===== src/rtl/rr_mux_pkg.sv =====
// Shared constants, FSM state type and helpers for the round-robin mux sequencer.
package rr_mux_pkg;

  localparam int NCH   = 8;
  localparam int SEL_W = 3;

  typedef enum logic [1:0] {
    IDLE   = 2'd0,
    SETTLE = 2'd1,
    HOLD   = 2'd2
  } state_t;

  function automatic logic [NCH-1:0] lane_onehot(input logic [SEL_W-1:0] idx);
    return NCH'(1) << idx;
  endfunction

endpackage


===== src/rtl/rr_mux_sequencer_pick.sv =====
// rr_pick8: combinational round-robin pick of the first requesting lane at or after ptr.
module rr_pick8
  import rr_mux_pkg::*;
(
  input  logic [NCH-1:0]   req,
  input  logic [SEL_W-1:0] ptr,
  output logic             any,
  output logic [SEL_W-1:0] idx
);

  logic [2*NCH-1:0] dbl;
  logic [NCH-1:0]   rot;
  logic [SEL_W-1:0] off;

  // Rotating right by ptr puts lane ptr at bit 0, so the lowest set bit is the winner.
  assign dbl = {req, req};
  assign rot = NCH'(dbl >> ptr);

  always_comb begin
    off = '0;
    for (int i = NCH - 1; i >= 0; i--) begin
      if (rot[i]) off = SEL_W'(i);
    end
  end

  assign any = |req;
  assign idx = ptr + off;

endmodule


===== src/rtl/rr_mux_sequencer.sv =====
// Round-robin sequencer: arbitrates 8 lanes, steers the external 8:1 mux, captures its output;
// req->out_valid in 2 cycles, holds word until out_ready. Optional xfer_cnt via RR_XFER_COUNT_EN.
module rr_mux_sequencer
  import rr_mux_pkg::*;
#(
  parameter int N = 8
) (
  input  logic             clk,
  input  logic             rst,
  input  logic [NCH-1:0]   req,
  input  logic [N-1:0]     mux_y,
  output logic [SEL_W-1:0] sel,
  output logic [NCH-1:0]   grant,
  output logic [N-1:0]     out_data,
  output logic             out_valid,
  input  logic             out_ready
`ifdef RR_XFER_COUNT_EN
  ,
  output logic [15:0]      xfer_cnt
`endif
);

  state_t           state, state_n;
  logic [SEL_W-1:0] ptr, ptr_n;
  logic [SEL_W-1:0] sel_n;
  logic [NCH-1:0]   grant_n;
  logic [N-1:0]     out_data_n;
  logic             out_valid_n;
  logic             pick_any;
  logic [SEL_W-1:0] pick_idx;

  rr_pick8 u_pick (
    .req (req),
    .ptr (ptr),
    .any (pick_any),
    .idx (pick_idx)
  );

  always_comb begin
    state_n     = state;
    ptr_n       = ptr;
    sel_n       = sel;
    grant_n     = grant;
    out_data_n  = out_data;
    out_valid_n = out_valid;
    case (state)
      IDLE: begin
        if (pick_any) begin
          sel_n   = pick_idx;
          grant_n = lane_onehot(pick_idx);
          state_n = SETTLE;
        end
      end
      // The mux has had a full cycle to follow sel, so its output is safe to capture.
      SETTLE: begin
        out_data_n  = mux_y;
        out_valid_n = 1'b1;
        state_n     = HOLD;
      end
      HOLD: begin
        if (out_ready) begin
          out_valid_n = 1'b0;
          grant_n     = '0;
          ptr_n       = sel + SEL_W'(1);
          state_n     = IDLE;
        end
      end
      default: state_n = IDLE;
    endcase
  end

  always_ff @(posedge clk) begin
    if (rst) begin
      state     <= IDLE;
      ptr       <= '0;
      sel       <= '0;
      grant     <= '0;
      out_data  <= '0;
      out_valid <= 1'b0;
    end else begin
      state     <= state_n;
      ptr       <= ptr_n;
      sel       <= sel_n;
      grant     <= grant_n;
      out_data  <= out_data_n;
      out_valid <= out_valid_n;
    end
  end

`ifdef RR_XFER_COUNT_EN
  logic        done;
  logic [15:0] cnt;

  assign done = (state == HOLD) && out_ready;

  always_ff @(posedge clk) begin
    if (rst)       cnt <= '0;
    else if (done) cnt <= cnt + 16'd1;
  end

  assign xfer_cnt = cnt;
`endif

endmodule

===== config.mk =====
export PLATFORM = sky130hd
export DESIGN_NAME = rr_mux_sequencer
export DESIGN_NICKNAME = d
export VERILOG_FILES = /design/src/rtl/rr_mux_pkg.sv /design/src/rtl/rr_mux_sequencer_pick.sv /design/src/rtl/rr_mux_sequencer.sv
export SDC_FILE = /design/constraint.sdc
export NUM_CORES = 1
export LEC_CHECK = 0
export ABC_AREA = 1
export BUFFER_PORTS_ARGS = -buffer_cell sky130_fd_sc_hd__buf_2
export CAP_MARGIN = 20
export CELL_PAD_IN_SITES_DETAIL_PLACEMENT = 2
export CELL_PAD_IN_SITES_GLOBAL_PLACEMENT = 2
export CORE_UTILIZATION = 30
export DETAILED_ROUTE_END_ITERATION = 7
export GPL_ROUTABILITY_DRIVEN = 0
export PLACE_DENSITY_LB_ADDON = 0.15
export SLEW_MARGIN = 20
export SYNTH_ARGS = -nofsm -noshare
export SYNTH_HDL_FRONTEND = slang
export SYNTH_SLANG_ARGS = --single-unit

===== constraint.sdc =====
create_clock -name clk -period 6.6 [get_ports clk]
set_clock_uncertainty 0.15 [all_clocks]
set_input_delay 0.99 -clock clk [delete_from_list [all_inputs] [get_ports clk]]
set_output_delay 0.99 -clock clk [all_outputs]
set_load 0.01 [all_outputs]

Word-level counts from Yosys, hierarchy flattened. Index checks and enable logic that the tools add are counted.

Flip-flop bits (word level): 25. Bits in latches: 0. Bits in writable memories: 0. Bits in read-only memories: 0. Output and inout bits: 20. Word-level logic and storage cells: 39. Memories: 0.

$add $sub $neg: 2. Multipliers: 0. Div/mod/pow operators: 0. $lt $le $gt $ge: 0. Equal/unequal tests: 4. Shift operators: 2. Mux-type cells: 16. Bitwise operators: 0. Reductions and logical operators: 9.

Operator list (count): $mux 3 (8); $mux 8 (2); $pmux 8 s2 (1); $shr 16x3->8 (1); $reduce_and 2->1 (4); $reduce_or 8->1 (1); $shl 1x3->8 const A (1); $pmux 2 s3 (1); $mux 2 (2); $ne 2x2->1 const B (2); $reduce_bool 2->1 (2); $add 3x1->3 const B (1); $add 3x3->3 (1); $reduce_and 3->1 (1); $eq 2x1->1 const B (1); $eq 2x2->1 const B (1); $logic_not 2->1 (1); $pmux 1 s2 (1); $mux 1 (1).

Longest topological paths before layout.
Depth after elaboration: 13. Depth in mapped cells: 20. Mapped depth without buffers: 19.

Hierarchy. From an unflattened synthesis, not the netlist that was laid out.

Cell total of the unflattened synthesis: 246. Area, all modules: 1559.0 um2.

Modules (own cells, without submodules): rr_mux_sequencer (times used 1, cells an instance 148, area an instance 1027.2 um2, sequential area each 500.5 um2); rr_pick8 (times used 1, cells an instance 98, area an instance 531.8 um2, sequential area each 0.0 um2).

Least setup slack after synthesis. No wires, ideal clock.

Kind: input port to flip-flop. Start: input port req[1]. End: register grant[1]. Setup time: 0.135 ns. Arrival: 2.971 ns. Path slack: 3.344 ns. Cell stages on the path: 18. Path buffers: 0. Path through: nand2_1 -> nand3_1 -> nand3_1 -> nand2_1 -> inv_1 -> a21oi_1 -> o21ai_0 -> nand2_1 -> a21boi_0 -> ha_1 -> inv_1 -> fa_1 -> xor2_1 -> inv_1 -> nand3_4 -> nand2_4 -> nand2_1 -> a21oi_2.

Longest elaborated chain between the ends: 13.

Ends and longest elaborated chain: start, declared (RTL line rr_mux_sequencer.sv:10) `input logic [NCH-1:0] req,`; $shr 16x3->8 (RTL line rr_mux_sequencer_pick.sv:17) `assign rot = NCH'(dbl >> ptr);`; $mux 3 (8 in series) (RTL line rr_mux_sequencer_pick.sv:22) `if (rot[i]) off = SEL_W'(i);`; $add 3x3->3 (RTL line rr_mux_sequencer_pick.sv:27) `assign idx = ptr + off;`; $shl 1x3->8 (RTL line rr_mux_pkg.sv:14) `return NCH'(1) << idx;`; $mux 8 (RTL line rr_mux_sequencer.sv:48) `if (pick_any) begin`; $pmux 8 s2 (RTL line rr_mux_sequencer.sv:46) `case (state)`; end signal, assigned (RTL line rr_mux_sequencer.sv:84) `grant <= grant_n;`; end, declared (RTL line rr_mux_sequencer.sv:13) `output logic [NCH-1:0] grant,`.

Several ways; a longest one is shown, not always the timed one. The select of a mux whose other input is x is not followed. A chain may end at the register's enable or synchronous reset.

Worst setup path after layout.
Start: input port req[5]. End: register grant[2].

The elaborated chain is that of the path after synthesis.

==> metrics.yaml <==
status: "completed"
yosysWarnings: 0
worstHoldEndpoint: "out_valid"
tritoncts: "built"
clockBufferDepth: 2
synthArstFlopShare_pct: 0
cp-start-kind: "input port"
dieArea_um2: 5160
rr_worst_depth: 19
diodes: 0
cp.arrival_ps: 3300
synth_top_area_share_pct: 34.2
vias: 1489
rows: 25
cap_violations: 0
synth_top_flop_cell: "dfxtp_1"
worstHoldPathCells: 2
worst_slew_pin_slew_ps: 528
clkSinkCount: 25
grt_pass1_vias: 1563
drv_slew: 0
die_y_um: 71.9
numCtsBuffers: 3
crit_family: "simple AND/OR/NAND/NOR gates"
max-vdd-ir-drop_mv: 0.105
holdWs_ps: 320
swShare_pct: 36.4
cts_resized: 0
power_density_nw_per_um2: 225
firstDrtPassIters: 3
fmax_ghz: 0.305
gr-total-overflow: 0
crit_buf_inv: 4
synth_edf_count: 0
drive_above_1_share_pct: 28.3
critPathRequiredTime_ps: 6630
pin_count: 39
grtUsageTotal_pct: 18.4
drt_iter0_markers: 59
finish.net_count: 270
syn_area_um2: 1460
timing.final.crit_share_pct: 49.6
antenna_found_initial: 0
grt_first_pass_wirelength_um: 7420
r2r_end: "grant[2]"
post-cts-setup-buffers: 0
io_buffers: 38
synth-seq-cells: 25
hold_path_class: "flip-flop to flip-flop"
min-delay-start: "out_valid"
leakage_nw: 0.813
fillers: 587
ys_seq_area_share_pct: 34.2
vias_per_cell: 4.74
crit_type: "input port to flip-flop"
final_antenna_net_count: 0
yosysTopAreaCell: "dfxtp_1"
synth_nets: 233
relSlewSlack_pct: 64.8
path_max_fanout: 5
dp_cells: 310
p_sw_uw: 144
area_growth_pct: 19.8
endpoint_kind: "flip-flop"
hpwl_um: 3460
rrSetupSlack_ps: 3380
avgSynthCellArea_um2: 6.94
cp_slowest_cell: "fa_1"
path_clk_slew_ps: 100
pwr-share-seq_pct: 44.6
htree_levels: 1
intPower_uw: 252
comb_power_share_pct: 30.6
max_stage_delay_ps: 360
clkLatencyLatePin_ps: 280
fp.dieW_um: 71.9
pwr-share-clk_pct: 24.8
hold_viol_final: 0
routedWlPerCell_um: 13.4
ys_top_cells_by_area: "dfxtp_1 34%, nand2_1 13%, nand3_1 9.6%, nor2_1 6.4%, nand2_2 5.6%"
rsz0062_at_grt: "false"
synth_cell_type_count: 30
yosysMostFrequentCell: "nand2_1"
holdBufCountCts: 0
root_buffer: "clkbuf_8"
setup_viol: 0
fin_tns_setup_ps: 0
initial_core_util_pct: 31.0
grt_max_degree: 16
wirelength_um: 4220
ys_top_cells_by_count: "50 x nand2_1, 28 x nand3_1, 25 x dfxtp_1, 25 x nor2_1, 14 x o21ai_0"
crit_chain: "buf_2 > nand2_1 > nand3_1 > nand3_1 > nand2_1 > inv_1 > a21oi_1 > o21ai_0 > nand2_1 > a21boi_0 > ha_1 > inv_1 > fa_1 > xor2_1 > inv_1 > nand3_4 > nand2_4 > nand2_1 > a21oi_2"
final_cells: 314
path_common_cell: "nand2_1"
rr_startpoint: "ptr[0]"
drc: 0
synthCells: 211
finalCriticalPeriod_ps: 3270
core-area_um2: 4720
[registers in the layout, indices dropped and copies added (netlist names)]
register,cells
grant,8
out_data,8
ptr,3
sel,3
state,2
out_valid,1
[through the flow]
stage	utilization (%)	setup slack [ps]	power (mW)	area (um2)
floorplan	-	3340	0.263	1460
global placement	36.1	3020	0.300	1710
detailed placement	36.1	2980	0.303	1710
CTS	37.1	3290	0.404	1750
global route	37.1	2990	0.425	1750
finish	37.1	3330	0.396	1750
[routing by layer]
metal	global-route usage (%)	vias up	part of all wire, %
li1	-	760	-
met1	25.0	705	51
met2	29.8	19	46
met3	3.09	5	2.5
met4	5.88	0	1.3
met5	0	-	0
[power by group through the flow]
stage | Sequential [mW] | Clock [mW] | Combinational (mW)
5_1_grt | 0.178 | 0.108 | 0.139
2_1_floorplan | 0.182 | 0 | 0.0806
4_1_cts | 0.177 | 0.103 | 0.124
3_3_place_gp | 0.180 | 0 | 0.120
3_5_place_dp | 0.180 | 0 | 0.123
6_report | 0.176 | 0.0980 | 0.121
[worst max-delay path by stage]
stage                       from       end  slack [ps]  depth (start not counted)
final                     req[5]  grant[2]        3330                         19
after global routing      ptr[0]  grant[2]        2990                         19
after CTS                 req[3]  grant[2]        3290                         19
after detailed placement  req[3]  grant[3]        2980                         19
after global placement    req[5]  grant[1]        3020                         19
after floorplan           req[1]  grant[1]        3340                         18
[worst min-delay path: cells and delay by family, from the launching register on]
family / cells / cell delay [ps]
AOI/OAI and AO/OA: 1 / 50
DFF: 1 / 320
and+or+nand+nor: 1 / 60
[cells by family after synthesis]
logic type	synth area share, %
DFF	34.2
xor gates and xnor gates	1.20
AOI/OAI and AO/OA	12.8
and+or+nand+nor	42.4
adders and majority gates	3.08
buffers and inverters	6.32
[final cells by class]
class / instances / area (um2) / area share [%]
clock buffers: 3 / 41.3 / 2.35
clock inverters: 1 / 7.51 / 0.428
repair buffers: 38 / 190 / 10.8
multi-input cells: 166 / 871 / 49.6
well taps: 67 / 83.8 / 4.78
flip-flops and latches: 25 / 500 / 28.5
inverters: 14 / 60.1 / 3.42
[layout by cell type, fill, tap and decap left out]
cell,count
nand3_1,28
nor3_1,2
nand2_4,3
a21boi_0,1
nand3_4,1
nand2_1,50
o21ai_0,14
fa_1,1
o21bai_1,1
nor2_4,1
inv_4,1
nor2_8,1
a21oi_2,4
clkinvlp_4,1
nor2_2,2
a21oi_1,12
inv_2,1
nor2_1,25
a211oi_1,1
nand2_2,13
nor4_1,2
xor2_1,1
buf_2,38
dfxtp_1,25
clkbuf_8,3
xnor2_1,1
inv_6,1
ha_1,2
inv_1,11
Power figures use the tool's default switching activity.
